==> src/rtl/thre_pkg.sv <==
// rtl/thre_pkg.sv - shared state encoding and byte-geometry helpers for the threshold loader
package thre_pkg;

   typedef enum logic [1:0] {
      ST_IDLE  = 2'd0,
      ST_LOAD  = 2'd1,
      ST_CHECK = 2'd2,
      ST_DONE  = 2'd3
   } state_t;

   localparam int BYTE_W = 8;

   function automatic int bytes_per_word(input int data_width);
      return data_width / BYTE_W;
   endfunction

endpackage

==> src/rtl/thre_word_assembler.sv <==
// rtl/thre_word_assembler.sv - MSB-first byte-to-word assembler with completion pulse
module thre_word_assembler
   import thre_pkg::*;
#(
   parameter int DATA_WIDTH = 32
) (
   input  logic                  clk,
   input  logic                  rst,
   input  logic                  clear_i,
   input  logic                  byte_valid_i,
   input  logic [BYTE_W-1:0]     byte_i,
   output logic [DATA_WIDTH-1:0] word_o,
   output logic                  word_valid_o
);

   localparam int BPW = bytes_per_word(DATA_WIDTH);
   localparam int CW  = (BPW > 1) ? $clog2(BPW) : 1;

   logic [CW-1:0] cnt_q, cnt_d;
   logic          last;

   // word_o already includes the byte being accepted, so the word can be stored on the same edge
   if (DATA_WIDTH > BYTE_W) begin : g_shift
      logic [DATA_WIDTH-BYTE_W-1:0] shift_q;
      always_ff @(posedge clk or posedge rst) begin
         if (rst)               shift_q <= '0;
         else if (byte_valid_i) shift_q <= word_o[DATA_WIDTH-BYTE_W-1:0];
      end
      assign word_o = {shift_q, byte_i};
   end else begin : g_byte
      assign word_o = byte_i;
   end

   assign last         = (cnt_q == CW'(BPW - 1));
   assign word_valid_o = byte_valid_i && last && !clear_i;

   always_comb begin
      cnt_d = cnt_q;
      if (clear_i)           cnt_d = '0;
      else if (byte_valid_i) cnt_d = last ? '0 : cnt_q + CW'(1);
   end

   always_ff @(posedge clk or posedge rst) begin
      if (rst) cnt_q <= '0;
      else     cnt_q <= cnt_d;
   end

endmodule

==> src/rtl/thre_buffer_loader.sv <==
// rtl/thre_buffer_loader.sv - byte-streamed threshold RAM loader with registered read port
// Optional checksum word after the data words: THRE_LOAD_CSUM_EN
module thre_buffer_loader
   import thre_pkg::*;
#(
   parameter int ADDR_WIDTH = 8,
   parameter int DATA_WIDTH = 32,
   parameter int DATA_DEPTH = 2
) (
   input  logic                  clk,
   input  logic                  rst,
   input  logic                  start,
   input  logic                  s_valid,
   output logic                  s_ready,
   input  logic [BYTE_W-1:0]     s_data,
   output logic                  busy,
   output logic                  done,
   output logic                  load_err,
   input  logic                  enable,
   input  logic [ADDR_WIDTH-1:0] addr,
   output logic [DATA_WIDTH-1:0] data_o
);

   localparam int AIW = (DATA_DEPTH > 1) ? $clog2(DATA_DEPTH) : 1;

   state_t                state_q, state_d;
   logic [AIW-1:0]        word_cnt_q, word_cnt_d;
   logic                  busy_q, busy_d;
   logic                  done_q, done_d;
   logic [DATA_WIDTH-1:0] data_q;
   logic [DATA_WIDTH-1:0] ram_q [0:(1<<AIW)-1];
   logic                  ram_we;
   logic                  accept;
   logic                  start_ok;
   logic [DATA_WIDTH-1:0] word;
   logic                  word_valid;
   logic                  in_range;

`ifdef THRE_LOAD_CSUM_EN
   logic [DATA_WIDTH-1:0] csum_q, csum_d;
   logic                  load_err_q, load_err_d;
   assign load_err = load_err_q;
`else
   assign load_err = 1'b0;
`endif

   assign s_ready  = (state_q == ST_LOAD) || (state_q == ST_CHECK);
   assign accept   = s_valid && s_ready;
   assign start_ok = start && ((state_q == ST_IDLE) || (state_q == ST_DONE));
   assign busy     = busy_q;
   assign done     = done_q;
   assign data_o   = data_q;
   assign in_range = {1'b0, addr} < (ADDR_WIDTH+1)'(DATA_DEPTH);

   thre_word_assembler #(.DATA_WIDTH(DATA_WIDTH)) u_asm (
      .clk          (clk),
      .rst          (rst),
      .clear_i      (start_ok),
      .byte_valid_i (accept),
      .byte_i       (s_data),
      .word_o       (word),
      .word_valid_o (word_valid)
   );

   always_comb begin
      state_d    = state_q;
      word_cnt_d = word_cnt_q;
      busy_d     = busy_q;
      done_d     = done_q;
      ram_we     = 1'b0;
`ifdef THRE_LOAD_CSUM_EN
      csum_d     = csum_q;
      load_err_d = load_err_q;
`endif
      case (state_q)
         ST_IDLE, ST_DONE: begin
            if (start) begin
               state_d    = ST_LOAD;
               word_cnt_d = '0;
               busy_d     = 1'b1;
               done_d     = 1'b0;
`ifdef THRE_LOAD_CSUM_EN
               csum_d     = '0;
               load_err_d = 1'b0;
`endif
            end
         end
         ST_LOAD: begin
            if (word_valid) begin
               ram_we     = 1'b1;
               word_cnt_d = word_cnt_q + AIW'(1);
`ifdef THRE_LOAD_CSUM_EN
               csum_d     = csum_q ^ word;
               if (word_cnt_q == AIW'(DATA_DEPTH - 1)) state_d = ST_CHECK;
`else
               if (word_cnt_q == AIW'(DATA_DEPTH - 1)) begin
                  state_d = ST_DONE;
                  busy_d  = 1'b0;
                  done_d  = 1'b1;
               end
`endif
            end
         end
`ifdef THRE_LOAD_CSUM_EN
         ST_CHECK: begin
            if (word_valid) begin
               state_d    = ST_DONE;
               busy_d     = 1'b0;
               done_d     = 1'b1;
               load_err_d = (word != csum_q);
            end
         end
`endif
         default: state_d = ST_IDLE;
      endcase
   end

   always_ff @(posedge clk or posedge rst) begin
      if (rst) begin
         state_q    <= ST_IDLE;
         word_cnt_q <= '0;
         busy_q     <= 1'b0;
         done_q     <= 1'b0;
`ifdef THRE_LOAD_CSUM_EN
         csum_q     <= '0;
         load_err_q <= 1'b0;
`endif
      end else begin
         state_q    <= state_d;
         word_cnt_q <= word_cnt_d;
         busy_q     <= busy_d;
         done_q     <= done_d;
`ifdef THRE_LOAD_CSUM_EN
         csum_q     <= csum_d;
         load_err_q <= load_err_d;
`endif
      end
   end

   // RAM keeps its contents across reset so a partial load is not lost
   always_ff @(posedge clk) begin
      if (ram_we) ram_q[word_cnt_q] <= word;
   end

   always_ff @(posedge clk or posedge rst) begin
      if (rst)         data_q <= '0;
      else if (enable) data_q <= in_range ? ram_q[addr[AIW-1:0]] : '0;
   end

endmodule

==> config.mk <==
export PLATFORM = sky130hd
export DESIGN_NAME = thre_buffer_loader
export DESIGN_NICKNAME = d
export VERILOG_FILES = /design/src/rtl/thre_pkg.sv /design/src/rtl/thre_word_assembler.sv /design/src/rtl/thre_buffer_loader.sv
export SDC_FILE = /design/constraint.sdc
export NUM_CORES = 1
export LEC_CHECK = 0
export BUFFER_PORTS_ARGS = -buffer_cell sky130_fd_sc_hd__buf_4
export CAP_MARGIN = 25
export CELL_PAD_IN_SITES_DETAIL_PLACEMENT = 1
export CELL_PAD_IN_SITES_GLOBAL_PLACEMENT = 1
export CORE_ASPECT_RATIO = 1.1
export CORE_MARGIN = 10
export CORE_UTILIZATION = 51
export CTS_BUF_LIST = sky130_fd_sc_hd__clkbuf_8
export DETAILED_ROUTE_END_ITERATION = 10
export PLACE_DENSITY_LB_ADDON = 0.2
export RECOVER_POWER = 100
export SYNTH_ARGS = -nofsm -noshare
export SYNTH_HDL_FRONTEND = slang
export SYNTH_HIERARCHICAL = 1
export SYNTH_SLANG_ARGS = --single-unit
export TNS_END_PERCENT = 100
==> constraint.sdc <==
create_clock -name clk -period 4.1 [get_ports clk]
set_input_delay 1.025 -clock clk [delete_from_list [all_inputs] [get_ports clk]]
set_output_delay 1.025 -clock clk [all_outputs]
set_load 0.05 [all_outputs]
==> impl_metrics.tcl <==
set metrics [dict create \
    outcome "finished clean" \
    cts_tree "done" \
    report.final.setup_viol 0 \
    timing_worst_slew_pin_value_ns 1.42 \
    layout.nets 421 \
    final_core_utilization_pct 57.4 \
    top_level_ports 57 \
    netSwitchingFraction_pct 26.6 \
    report.final.slew_viol_count 0 \
    die_height_um 127 \
    rows 39 \
    max_clock_freq_mhz 358 \
    clock_power_share_pct 34.2 \
    post-layout-total-power_mw 3.38 \
    whs_ns 0.465 \
    cts_hold_buffers 0 \
    grt_pass1_wl_um 16900 \
    synthesis.instances 344 \
    layout_worst_path_cycle_share_pct 68.2 \
    p_comb_share_pct 13.9 \
    finalClockSkew_ns 0.00768 \
    worstSkewPairLatency_ns 0.43 \
    timing.max_cap.violations 0 \
    dp_hpwl_um 6630 \
    detailroute.via_count 2779 \
    worst_ir_drop_vdd_uv 393 \
    die_width_um 117 \
    gp_congestion 0.704 \
    worst_setup_path_start_kind "register" \
    endpoint_kind_of_the_worst_setup_timing_path "output pin" \
    regArea_sq_um 3500 \
    viasPerCell 5.03 \
    postCtsSetupRepairBufs 0 \
    final-hold-violation-count 0 \
    hold_class "input pin to asynchronous set/reset pin" \
    postSynthRegisterBits 127 \
    cts_inserted_buffers 17 \
    maximum_number_of_pins_on_one_net_before_global_route_repair 65 \
    grt.overflow.total 0 \
    p_seq_share_pct 51.9 \
    via_count_of_the_first_global_routing_pass 3141 \
    route.detailed.drc 0 \
    layout_cell_share_with_drive_strength_beyond_1_pct 28.8 \
    post_drt_wl_per_cell_um 19.0 \
    leakagePower_nw 2.33 \
    postSynthAreaPerCell_sq_um 15.5 \
    nFillCells 1024 \
    synth.cell_area_sq_um 5320 \
    drtIter0Drc 129 \
    path_max_fanout 4 \
    tot_gr_track_use_pct 14.6 \
    count_of_antenna_diodes_in_the_layout 0 \
    required_ns 3.07 \
    cell_types_occupying_the_most_area_after_synthesis "sky130_fd_sc_hd__edfxtp_1 (36%), sky130_fd_sc_hd__dfrtp_1 (30%), sky130_fd_sc_hd__mux2_4 (8.5%)" \
    synth_area_leader_cell "sky130_fd_sc_hd__edfxtp_1" \
    port_buffers 55 \
    synth_fp_nets 368 \
    wirelength_um 10500 \
    cts.repair.resized 0 \
    worstSetupPathType "register to output pin" \
    antenna_found_initial 0 \
    grt_setup_unrepaired "false" \
    start_util_pct 51.7 \
    clock_sink_count 127 \
    synth_top_area_share_pct 36.1 \
    yosys.cell_types.count 29 \
    clk_transition_reported_paths_ns 0.07 \
    placeableCoreArea_sq_um 10300 \
    power.switching_mw 0.898 \
    multiInputGateArea_sq_um 1380 \
    design.die.area_sq_um 14900 \
    yosys_warnings 6 \
    crit_arrival_ns 1.77 \
    post-route-min-period_ns 2.79 \
    timing.slew.headroom_pct 5.36 \
    drt_pass1_iterations 4 \
    cts.htree.levels 4 \
    clockRootBuffer "sky130_fd_sc_hd__clkbuf_8" \
    synth-seq-area-share_pct 65.7 \
    ant_nets 0 \
    area_growth_syn_to_layout_pct 11.0 \
    clk_path_buf_depth 2 \
    setup_total_negative_slack_ns 0 \
    internal_portion_of_total_power_mw 2.48 \
    p_per_area_nw_per_um2 572 \
]
-- power by group through the flow --
stage,clock (mW),sequential (mW),combinational [mW]
after detailed placement,0,1.78,0.498
after global placement,0,1.75,0.471
after global routing,1.24,1.78,0.522
final,1.16,1.75,0.468
after CTS,1.19,1.76,0.501
after floorplan,0,1.75,0.360
-- kinds of logic (layout without fill, tap and decap cells) --
family	after synthesis	after routing	synth area share [%]
buf+inv	64	130	6.51
fa+ha+maj	3	3	0.705
mux	58	58	14.3
simple gates	50	50	4.28
other cells	1	1	0.0704
compound gates	41	41	8.39
flops	127	127	65.7
-- cell usage in the layout (no fill, tap or decap), types with 2 or more instances in the layout --
master / instances
sky130_fd_sc_hd__clkinv_4: 2
sky130_fd_sc_hd__a21oi_1: 2
sky130_fd_sc_hd__dfrtp_1: 63
sky130_fd_sc_hd__o22ai_2: 15
sky130_fd_sc_hd__o22a_1: 2
sky130_fd_sc_hd__nor2_2: 2
sky130_fd_sc_hd__nand2b_1: 3
sky130_fd_sc_hd__o22ai_1: 17
sky130_fd_sc_hd__mux2_4: 30
sky130_fd_sc_hd__bufinv_16: 4
sky130_fd_sc_hd__ha_1: 3
sky130_fd_sc_hd__mux2i_1: 2
sky130_fd_sc_hd__clkinv_1: 2
sky130_fd_sc_hd__clkbuf_8: 17
sky130_fd_sc_hd__clkbuf_4: 2
sky130_fd_sc_hd__o21ai_0: 3
sky130_fd_sc_hd__edfxtp_1: 64
sky130_fd_sc_hd__clkbuf_2: 2
sky130_fd_sc_hd__nand2_1: 34
sky130_fd_sc_hd__inv_1: 38
sky130_fd_sc_hd__clkbuf_1: 45
sky130_fd_sc_hd__nor2_1: 3
sky130_fd_sc_hd__clkinvlp_4: 6
sky130_fd_sc_hd__mux2_2: 25
sky130_fd_sc_hd__nor2b_1: 2
sky130_fd_sc_hd__buf_4: 11
-- stage by stage --
step,setup slack (ns),instance area [sq um],std cells
3_3_place_gp,1.33,5750,520
3_5_place_dp,1.28,5750,520
5_1_grt,1.08,5910,553
4_1_cts,1.54,6180,552
6_report,1.31,5910,553
2_1_floorplan,0.561,5320,344
-- worst max-delay path: stages, from the launching register on --
cell and delay [ns]:
sky130_fd_sc_hd__dfrtp_1 0.36, sky130_fd_sc_hd__inv_1 0.07, sky130_fd_sc_hd__ha_1 0.34, sky130_fd_sc_hd__inv_1 0.10, sky130_fd_sc_hd__clkbuf_1 0.47
-- cells in the mapped netlist --
master,count
sky130_fd_sc_hd__and2_1,1
sky130_fd_sc_hd__a21oi_1,2
sky130_fd_sc_hd__buf_6,8
sky130_fd_sc_hd__o21ai_0,3
sky130_fd_sc_hd__mux2i_1,2
sky130_fd_sc_hd__nor2_1,5
sky130_fd_sc_hd__nor3_1,1
sky130_fd_sc_hd__o22a_1,2
sky130_fd_sc_hd__buf_2,4
sky130_fd_sc_hd__nand2_2,1
sky130_fd_sc_hd__a22o_1,1
sky130_fd_sc_hd__inv_1,38
sky130_fd_sc_hd__ha_1,3
sky130_fd_sc_hd__mux2_4,30
sky130_fd_sc_hd__buf_4,11
sky130_fd_sc_hd__dfrtp_1,63
sky130_fd_sc_hd__buf_1,3
sky130_fd_sc_hd__o22ai_2,30
sky130_fd_sc_hd__nand2_1,33
sky130_fd_sc_hd__a21o_1,1
sky130_fd_sc_hd__mux2_2,26
sky130_fd_sc_hd__nand2b_1,3
sky130_fd_sc_hd__or3b_1,1
sky130_fd_sc_hd__and3b_1,1
sky130_fd_sc_hd__nor2b_1,3
sky130_fd_sc_hd__conb_1,1
sky130_fd_sc_hd__edfxtp_1,64
sky130_fd_sc_hd__nor4_2,1
sky130_fd_sc_hd__o22ai_1,2
-- path summary, 6_finish.rpt --
check,from,end,slack (ns),depth (start not counted)
max,state_q[0],s_ready,1.31,4
min reg2reg,u_asm/g_shift.shift_q[17],ram_q[0][25],0.48,0
max reg2reg,state_q[0],ram_q[1][23],1.31,8
min,rst,u_asm/g_shift.shift_q[0],0.47,2
max in group asynchronous,rst,data_o[14],1.82,3
min in group clk,u_asm/g_shift.shift_q[17],ram_q[0][25],0.48,0
-- area by class of cell --
class	instances	area share (%)
flip-flops and latches	127	59.2
multi-input cells	153	23.4
repair buffers	60	4.68
clock buffers	17	3.96
clock inverters	15	3.30
well taps	143	3.03
inverters	38	2.41
-- sequential cells by signal, indices dropped and copies added, names as in the netlist --
signal and count:
ram_q 64, data_o 32, u_asm/g_shift.shift_q 24, state_q 2
u_asm/cnt_q 2, busy 1, done 1, word_cnt_q 1
-- routing by layer --
metal	routed length [um]	up-vias	track usage, %	part of all wire, %
li1	-	1294	-	-
met1	4260	1417	15.7	41
met2	5660	55	25.7	54
met3	364	13	4.54	3.5
met4	197	0	6.85	1.9
met5	0	-	0	0
Note: power is estimated with default switching activity, not from simulation.
